<file path="src/rtl/system_mdr_pkg.sv">
// Shared MDR system constants: result width, display digit count, display FSM
// state codes and active-low seven-segment patterns ({g,f,e,d,c,b,a}).
package system_mdr_pkg;

   localparam int unsigned DW = 16;
   // floor(DW*log10(2))+1 decimal digits cover 2^DW-1 (2^DW is never a power of ten)
   localparam int unsigned DIGITS = (DW * 30103) / 100000 + 1;

   localparam logic [1:0] ST_IDLE   = 2'd0;
   localparam logic [1:0] ST_CONV   = 2'd1;
   localparam logic [1:0] ST_UPDATE = 2'd2;

   typedef enum logic [1:0] {
      IDLE   = ST_IDLE,
      CONV   = ST_CONV,
      UPDATE = ST_UPDATE
   } disp_state_e;

   localparam logic [6:0] SEG_0     = 7'h40;
   localparam logic [6:0] SEG_1     = 7'h79;
   localparam logic [6:0] SEG_2     = 7'h24;
   localparam logic [6:0] SEG_3     = 7'h30;
   localparam logic [6:0] SEG_4     = 7'h19;
   localparam logic [6:0] SEG_5     = 7'h12;
   localparam logic [6:0] SEG_6     = 7'h02;
   localparam logic [6:0] SEG_7     = 7'h78;
   localparam logic [6:0] SEG_8     = 7'h00;
   localparam logic [6:0] SEG_9     = 7'h10;
   localparam logic [6:0] SEG_BLANK = 7'h7F;
   localparam logic [6:0] SEG_E     = 7'h06;
   localparam logic [6:0] SEG_R     = 7'h2F;

endpackage

</file>
<file path="src/rtl/seg7_decoder.sv">
// Combinational BCD digit to active-low seven-segment code; blank_i forces all
// segments off. Non-decimal codes also display blank.
module seg7_decoder
   import system_mdr_pkg::*;
(
   input  logic [3:0] bcd_i,
   input  logic       blank_i,
   output logic [6:0] seg_o
);

   always_comb begin
      seg_o = SEG_BLANK;
      if (!blank_i) begin
         case (bcd_i)
            4'd0:    seg_o = SEG_0;
            4'd1:    seg_o = SEG_1;
            4'd2:    seg_o = SEG_2;
            4'd3:    seg_o = SEG_3;
            4'd4:    seg_o = SEG_4;
            4'd5:    seg_o = SEG_5;
            4'd6:    seg_o = SEG_6;
            4'd7:    seg_o = SEG_7;
            4'd8:    seg_o = SEG_8;
            4'd9:    seg_o = SEG_9;
            default: seg_o = SEG_BLANK;
         endcase
      end
   end

endmodule

</file>
<file path="src/rtl/result_display.sv">
// Result to seven-segment display: sequential double-dabble conversion, leading
// zero blanking and held outputs. DISPLAY_SIGN_EN treats i_result as signed.
module result_display
   import system_mdr_pkg::*;
#(
   parameter int unsigned DW     = system_mdr_pkg::DW,
   parameter int unsigned DIGITS = system_mdr_pkg::DIGITS
) (
   input  logic                  clk,
   input  logic                  rst,
   input  logic [DW-1:0]         i_result,
   input  logic                  i_valid,
   input  logic                  i_error,
   output logic [7*DIGITS-1:0]   o_seg,
   output logic                  o_neg,
   output logic                  o_busy,
   output logic                  o_done
);

   localparam int unsigned CW = (DW > 1) ? $clog2(DW) : 1;
   localparam logic [CW-1:0] LAST_BIT = CW'(DW - 1);

   disp_state_e             state_q, state_d;
   logic [DW-1:0]           bin_q, bin_d;
   logic [4*DIGITS-1:0]     bcd_q, bcd_d;
   logic [CW-1:0]           cnt_q, cnt_d;
   logic                    sign_q, sign_d;
   logic [7*DIGITS-1:0]     seg_q, seg_d;
   logic                    neg_q, neg_d;
   logic                    done_q, done_d;

   logic [DW-1:0]           mag;
   logic                    neg_in;
   logic [4*DIGITS-1:0]     bcd_adj;
   logic [4*DIGITS-1:0]     shift_bcd;
   logic [DIGITS-1:0]       blank;
   logic [7*DIGITS-1:0]     dec_seg;
   logic [7*DIGITS-1:0]     err_seg;

`ifdef DISPLAY_SIGN_EN
   // Negating the most negative value wraps to 2^(DW-1), which is the correct magnitude
   assign neg_in = i_result[DW-1];
   assign mag    = neg_in ? ('0 - i_result) : i_result;
`else
   assign neg_in = 1'b0;
   assign mag    = i_result;
`endif

   always_comb begin
      bcd_adj = bcd_q;
      for (int unsigned k = 0; k < DIGITS; k++) begin
         if (bcd_q[4*k +: 4] >= 4'd5) begin
            bcd_adj[4*k +: 4] = bcd_q[4*k +: 4] + 4'd3;
         end
      end
   end

   assign shift_bcd = {bcd_adj[4*DIGITS-2:0], bin_q[DW-1]};

   // Decoders see the post-shift BCD so the final iteration's digits register directly
   always_comb begin
      logic seen;
      seen  = 1'b0;
      blank = '0;
      for (int unsigned k = DIGITS - 1; k > 0; k--) begin
         seen     = seen | (shift_bcd[4*k +: 4] != 4'd0);
         blank[k] = ~seen;
      end
   end

   for (genvar g = 0; g < DIGITS; g++) begin : g_dec
      seg7_decoder u_dec (
         .bcd_i   (shift_bcd[4*g +: 4]),
         .blank_i (blank[g]),
         .seg_o   (dec_seg[7*g +: 7])
      );
   end

   always_comb begin
      err_seg         = {DIGITS{SEG_BLANK}};
      err_seg[14 +: 7] = SEG_E;
      err_seg[7 +: 7]  = SEG_R;
      err_seg[0 +: 7]  = SEG_R;
   end

   always_comb begin
      state_d = state_q;
      bin_d   = bin_q;
      bcd_d   = bcd_q;
      cnt_d   = cnt_q;
      sign_d  = sign_q;
      seg_d   = seg_q;
      neg_d   = neg_q;
      done_d  = 1'b0;
      case (state_q)
         IDLE: begin
            if (i_valid) begin
               if (i_error) begin
                  seg_d   = err_seg;
                  neg_d   = 1'b0;
                  done_d  = 1'b1;
                  state_d = UPDATE;
               end else begin
                  bin_d   = mag;
                  sign_d  = neg_in;
                  bcd_d   = '0;
                  cnt_d   = '0;
                  state_d = CONV;
               end
            end
         end
         CONV: begin
            bcd_d = shift_bcd;
            bin_d = {bin_q[DW-2:0], 1'b0};
            cnt_d = cnt_q + 1'b1;
            if (cnt_q == LAST_BIT) begin
               seg_d   = dec_seg;
               neg_d   = sign_q;
               done_d  = 1'b1;
               state_d = UPDATE;
            end
         end
         UPDATE:  state_d = IDLE;
         default: state_d = IDLE;
      endcase
   end

   always_ff @(posedge clk) begin
      if (rst) begin
         state_q <= IDLE;
         bin_q   <= '0;
         bcd_q   <= '0;
         cnt_q   <= '0;
         sign_q  <= 1'b0;
         seg_q   <= {DIGITS{SEG_BLANK}};
         neg_q   <= 1'b0;
         done_q  <= 1'b0;
      end else begin
         state_q <= state_d;
         bin_q   <= bin_d;
         bcd_q   <= bcd_d;
         cnt_q   <= cnt_d;
         sign_q  <= sign_d;
         seg_q   <= seg_d;
         neg_q   <= neg_d;
         done_q  <= done_d;
      end
   end

   assign o_seg  = seg_q;
   assign o_neg  = neg_q;
   assign o_busy = (state_q != IDLE);
   assign o_done = done_q;

endmodule

</file>
<file path="config.mk">
export PLATFORM = sky130hd
export DESIGN_NAME = result_display
export DESIGN_NICKNAME = d
export VERILOG_FILES = /design/src/rtl/system_mdr_pkg.sv /design/src/rtl/seg7_decoder.sv /design/src/rtl/result_display.sv
export SDC_FILE = /design/constraint.sdc
export NUM_CORES = 1
export LEC_CHECK = 0
export CAP_MARGIN = 20
export CORE_MARGIN = 5
export CORE_UTILIZATION = 45
export DETAILED_ROUTE_END_ITERATION = 8
export GPL_ROUTABILITY_DRIVEN = 0
export PLACE_DENSITY = 0.76
export REMOVE_ABC_BUFFERS = 1
export SETUP_SLACK_MARGIN = 0.2
export SKIP_CTS_REPAIR_TIMING = 1
export SKIP_LAST_GASP = 1
export SYNTH_ARGS = -nofsm -noshare
export SYNTH_HDL_FRONTEND = slang
export SYNTH_SLANG_ARGS = --single-unit
</file>
<file path="constraint.sdc">
create_clock -name clk -period 2.75 [get_ports clk]
set_clock_uncertainty 0.2 [all_clocks]
set_input_delay 0.55 -clock clk [delete_from_list [all_inputs] [get_ports clk]]
set_output_delay 0.55 -clock clk [all_outputs]
set_load 0.1 [all_outputs]
</file>
-- Word level (Yosys, flattened, before mapping)
Memory sizes are Yosys's and may differ from the RTL's.
Cells that the tools add are included.
- input port bits: 20
- ROM bits: 560
- logic and storage cells: 76
- memories kept: 5
- output and inout bits: 38
- bits in registers: 79
- order comparisons: 5
- bitwise logic cells: 3
- reduce and logical (&&, ||, !) cells: 10
- add/subtract/negate cells: 6
- eq/ne operators: 6
- mux-type cells: 34
- memories (name ; depth ; bits a word ; read ports ; clocked after memory_dff ; wr ports ; RTL line ; text):
    (no name shown) ; 16 ; 7 ; 1 ; 0 ; 0 ; seg7_decoder.sv:14 ; case (bcd_i)
    (no name shown) ; 16 ; 7 ; 1 ; 0 ; 0 ; seg7_decoder.sv:14 ;
    (no name shown) ; 16 ; 7 ; 1 ; 0 ; 0 ; seg7_decoder.sv:14 ;
    (no name shown) ; 16 ; 7 ; 1 ; 0 ; 0 ; seg7_decoder.sv:14 ;
    (no name shown) ; 16 ; 7 ; 1 ; 0 ; 0 ; seg7_decoder.sv:14 ;
- operators with widths (cell ; number):
    $mux 35 ; 3
    $pmux 35 s2 ; 1
    $mux 20 ; 2
    $pmux 20 s2 ; 1
    $mux 16 ; 2
    $pmux 16 s2 ; 1
    $mux 7 ; 4
    $mux 4 ; 6
    $ge 4x3->1 const B ; 5
    $add 4x2->4 const B ; 4
    $reduce_bool 4->1 ; 4
    $ne 2x2->1 const B ; 4
    $pmux 4 s2 ; 1
    $mux 1 ; 6
    $mux 2 ; 3
    $add 4x1->4 const B ; 1
    $eq 4x4->1 const B ; 1
    $pmux 1 s2 ; 2
    $pmux 2 s2 ; 1
    $reduce_and 4->1 ; 1
    $reduce_bool 2->1 ; 2
    $add 3x2->3 const B ; 1
    $mux 3 ; 1
    $or 1x1->1 ; 3
    4 further kinds ; 4

-- Logic depth before layout (Yosys ltp)
- word-level depth: 9
- mapped depth: 11

-- Modules after synthesis
A second synthesis with hierarchy kept.
- cells, all modules: 542
- area, all modules: 4729.5 µm²
- by module, submodules not included (module ; area an instance (µm²) ; cells each ; instances):
    result_display ; 3547.2 ; 377 ; 1
    seg7_decoder ; 236.5 ; 33 ; 5

-- Worst setup path after synthesis
Ideal clock, no wire load.
- path type: register -> register
- start point: register bcd_q[1]
- end point: register seg_q[3] (netlist: o_seg[3])
- path buffers: 0
- arrival: 2.168 ns
- stages on the path, launching flop included: 10
- required time: 2.428 ns
- slack: 0.261 ns
- cells stage by stage: dfxtp_1 > inv_1 > ha_1 > nand2b_1 > a21oi_1 > xnor2_1 > ha_1 > mux2_1 > a211oi_1 > o21bai_1
- word-level cells in the longest chain between the ends: 5
- elaborated cells between the ends (all ways): 6
- RTL lines (item ; RTL line ; text):
    from (decl) ; result_display.sv:25 ; logic [4*DIGITS-1:0] bcd_q, bcd_d;
    from (signal assigned) ; result_display.sv:132 ; bcd_q <= '0;
    from (signal assigned) ; result_display.sv:141 ; bcd_q <= bcd_d;
    $add 4x2->4 / $ge 4x3->1 (equally long branches) ; result_display.sv:53, result_display.sv:52 ;
    $mux 4 * ; result_display.sv:52 ; if (bcd_q[4*k +: 4] >= 4'd5) begin
    $mem_v2 16x7 * ; n/a ;
    $mux 35 * ; result_display.sv:116 ; if (cnt_q == LAST_BIT) begin
    $pmux 35 s2 * ; result_display.sv:95 ; case (state_q)
    to (signal assigned) ; result_display.sv:135 ; seg_q <= {DIGITS{SEG_BLANK}};
    to (signal assigned) ; result_display.sv:144 ; seg_q <= seg_d;
    to (decl) ; result_display.sv:28 ; logic [7*DIGITS-1:0] seg_q, seg_d;
Every way passes the cells marked *; elsewhere a longest branch is shown, timed or not. The select of a mux whose other input is x is not followed.
A chain may end at the register's enable or synchronous reset.

-- Final worst setup path
- start point: register bcd_q[17]
- end point: register seg_q[16] (netlist: o_seg[16])
- word-level cells in the longest chain between the ends: 8
- elaborated cells between the ends (all ways): 9
- RTL lines (item ; RTL line ; text):
    $ge 4x3->1 / $add 3x2->3 (equally long branches) ; result_display.sv:52, result_display.sv:53 ;
    $mux 3 * ; result_display.sv:52 ;
    $reduce_bool 4->1 * ; result_display.sv:66 ; seen = seen | (shift_bcd[4*k +: 4] != 4'd0);
    $or 1x1->1 * (2 in a row) ; result_display.sv:66 ;
    $mux 7 * ; seg7_decoder.sv:13 ; if (!blank_i) begin
    $mux 35 * ; result_display.sv:116 ;
    $pmux 35 s2 * ; result_display.sv:95 ;
Marked as above.

==> impl_results.md <==
* Sequential Power Share at 46.2%
* RSZ-0062 raised after global routing: yes
* Worst path slowest cell: nor4b_4
* Largest net degree at the start of global routing at 42
* VDD IR max at about 260 uV
* Placed cell areas at 0.00495 mm2
* Final slew viol count at 0
* Starting Density at around 46%
* Final net count at 639
* # diodes at 0
* Share of post-route cells with drive strength above 1 at 22.1%
* DRT iter0 DRCs at 252
* Crit path largest cell delay at between 0.6 and 0.7 ns
* Met3 usage at around 2.7%
* Routed len/inst at 15.5 um
* Sink Count at 78
* FP Rows at 35
* Most Crowded Layer GR: met2
* Setup crit end kind: flop
* Hold Fails Final Rpt at 0
* IO Port Bufs at 56
* Core Area at slightly above 0.009 mm2
* CP max FO at 8
* Fin crit share at about nine tenths
* Met2 usage at 30.9%
* Hold_ws at 0.258 ns
* First-pass GRT wire length at 18.3 mm
* Buf/Inv on CP at 1
* Final WL at 11.4 mm
* Critical Path Start Type: flop
* Setup-violating endpoint count in the final report at 0
* Hpwl dp at 7.86 mm
* Die H at 108 um
* Ports at 58
* Die ar. at approximately 0.012 mm2
* GRT met1 Usage at 25.3%
* Sw frac at about a quarter
* Seq/Total Area, Yosys at between 30 and 40%
* Synth unique cells at 66
* Worst EP required at between 2 and 3 ns
* Achievable frequency at 396 MHz
* Kind of critical path: flop to flop
* Syn_area_per_cell at between 7 and 8 um2
* Synth warn at 0
* Synth Flop Type: dfxtp_1
* Die width at approximately 110 um
* Via density at 5.65
* Vias at roughly 4200
* Status: finished, final reports clean
* Total track usage at 19.2%
* Antenna violations before repair at 0
* Area Growth Syn to Fin at 27.7%
* Final Cell Area at 0.00549 mm2
* Power Dens Cells at 468 mW/mm2
* Combinational Power Share at 12.1%
* Final ANT Viol Nets at 0
* CTS buffer count at 9
* Worst-Margin Slew at around 0.67 ns
* Residual DRC count at 0
* Post-layout min period at 2.52 ns
* Slew headroom at 55.3%
* Hold WC Path Type: flop to flop
* Tot Pwr at roughly 2600 uW
* Post-route setup TNS at 0 ns
* CTS Root Cell: clkbuf_8
* Internal power at 1910 uW
* Post-synthesis async set-or-reset flop share at 0%
* CTS tree: done
* Max Cap Viol at 0
* Syn Std Cell Area at 0.00430 mm2
* Leak at ~0.0021 uW
* Psw at 652 uW
* 1st-pass router iterations at 4
* Mapped Cells at 537
* CP top delay family: simple AND/OR/NAND/NOR gates
* R2R setup slack at 0.23 ns
* Worst-Skew Late Latency at 0.36 ns
* Number of synthesized flops with an enable pin at 0
* Register bit total from synthesis at 78
* CTS clk-pin slew, worst paths at about 0.08 ns
* Bufs on Longest Clock Path at 2
* H-tree depth at 3
* Clock power share at 41.7%
* Crit path DAT at 2.63 ns
* Vias in the first global route at approximately 3900
* Cell chain of the critical path: inv_4 > ha_4 > nand2b_4 > a21o_4 > mux2_4 > nor4b_4 > and2_4 > o32a_1
* Overflow after GRT at 0
path summary, 6_finish.rpt:
path / start / endpoint / depth (start not counted)
min reg2reg: o_seg[14] / o_seg[14] / 2
max reg2reg: bcd_q[17] / o_seg[16] / 8
min: o_seg[14] / o_seg[14] / 2
max: bcd_q[17] / o_seg[16] / 8
power groups by stage:
stage / Clock (uW) / Sequential [uW] / Combinational, uW
2_1_floorplan: 0 / 1280 / 126
3_3_place_gp: 0 / 1210 / 307
3_5_place_dp: 0 / 1210 / 310
4_1_cts: 1090 / 1190 / 311
5_1_grt: 1140 / 1190 / 337
6_report: 1070 / 1190 / 311
cell type report:
cell class | instances | area, um2
repair buffers | 84 | 673
clock inverters | 3 | 90.1
flip-flops and latches | 78 | 1580
clock buffers | 13 | 159
well taps | 129 | 161
fillers | 837 | 3800
inverters | 16 | 68.8
multi-input cells | 413 | 2750
placed cells by master (no fill, tap or decap), types with 5 or more instances in the layout:
cell type        synthesis  layout
nor3_1                   9       9
nand2_1                 56      56
nand2b_1                16      14
a31oi_1                  5       5
nor2_1                  81      80
o21bai_1                 9       9
a21o_1                   7       6
and2_1                   8       7
a211oi_1                 7       6
a311oi_1                18      18
clkdlybuf4s50_1          0      18
o21ai_1                 18      17
a22oi_1                 21      21
dfxtp_1                 78      70
buf_4                    1      65
a21oi_1                 32      29
o21ai_0                 12      12
nand3_1                  9       7
dfxtp_2                  0       5
ha_1                    17      13
xnor2_1                 10       9
nor3b_1                  5       5
clkbuf_8                 0      11
inv_1                   14      10
synth_stat cells (2+ instances only):
| cell | instances | area [um2] |
|---|---|---|
| a21oi_1 | 32 | 160 |
| nand2b_1 | 16 | 100 |
| nor2b_1 | 5 | 31.3 |
| o32a_1 | 2 | 20.0 |
| o21a_1 | 2 | 15.0 |
| nand4_1 | 2 | 12.5 |
| a221o_1 | 2 | 20.0 |
| o21ai_1 | 18 | 90.1 |
| a211oi_2 | 3 | 37.5 |
| inv_2 | 2 | 7.51 |
| mux2_1 | 2 | 22.5 |
| a21oi_2 | 2 | 17.5 |
| clkbuf_1 | 23 | 86.3 |
| a221oi_1 | 2 | 17.5 |
| inv_1 | 14 | 52.6 |
| a21o_1 | 7 | 52.6 |
| a31oi_1 | 5 | 31.3 |
| nand3b_1 | 2 | 15.0 |
| dfxtp_1 | 78 | 1560 |
| nand3_1 | 9 | 45.0 |
| ha_1 | 17 | 213 |
| nor3b_1 | 5 | 37.5 |
| o21ai_0 | 12 | 60.1 |
| buf_2 | 4 | 20.0 |
| or2_2 | 4 | 25.0 |
| o21bai_1 | 9 | 67.6 |
| buf_1 | 2 | 7.51 |
| nor3_1 | 9 | 45.0 |
| o32ai_1 | 4 | 35.0 |
| mux2i_1 | 4 | 40.0 |
| xor2_1 | 2 | 17.5 |
| nor2_1 | 81 | 304 |
| and2_1 | 8 | 50.1 |
| or3_1 | 3 | 18.8 |
| o211ai_1 | 4 | 30.0 |
| xnor2_1 | 10 | 87.6 |
| a211oi_1 | 7 | 52.6 |
| nand2_1 | 56 | 210 |
| a22oi_1 | 21 | 158 |
| a311oi_1 | 18 | 158 |
| o22ai_1 | 4 | 25.0 |
layer usage:
layer	up-vias	share of wire [%]
li1	2062	-
met1	1943	46
met4	0	2.0
met3	23	5.0
met2	131	47
met5	-	0
cells by family after synthesis:
group,share of synthesized area [%]
adder cells (fa/ha/maj),4.95
flip-flops,36.4
AO/OA/AOI/OAI,27.4
XOR/XNOR,2.45
buffers and inverters,4.22
multiplexers,2.07
AND/OR/NAND/NOR,22.4
other,0.0873
flip-flops by register name, summed over array words and instances (netlist names):
name / flops
o_done: 1
bcd_q: 20
state_q: 2
bin_q: 16
cnt_q: 4
o_seg: 35
per-stage QoR:
stage | instances | util, % | setup WS [ns]
2_1_floorplan | 507 | - | -0.524
3_3_place_gp | 711 | 53.3 | 0.181
3_5_place_dp | 711 | 53.3 | 0.0730
4_1_cts | 727 | 56.0 | 0.0501
5_1_grt | 736 | 59.1 | 0.135
6_report | 736 | 59.1 | 0.227
worst reg2reg max path, stage by stage, from the launching register on:
cell and delay, ns:
dfxtp_4 0.37, inv_4 0.05, ha_4 0.15, nand2b_4 0.14, a21o_4 0.22, mux2_4 0.33
nor4b_4 0.63, and2_4 0.26, o32a_1 0.14
Power figures use the tool's default switching activity.
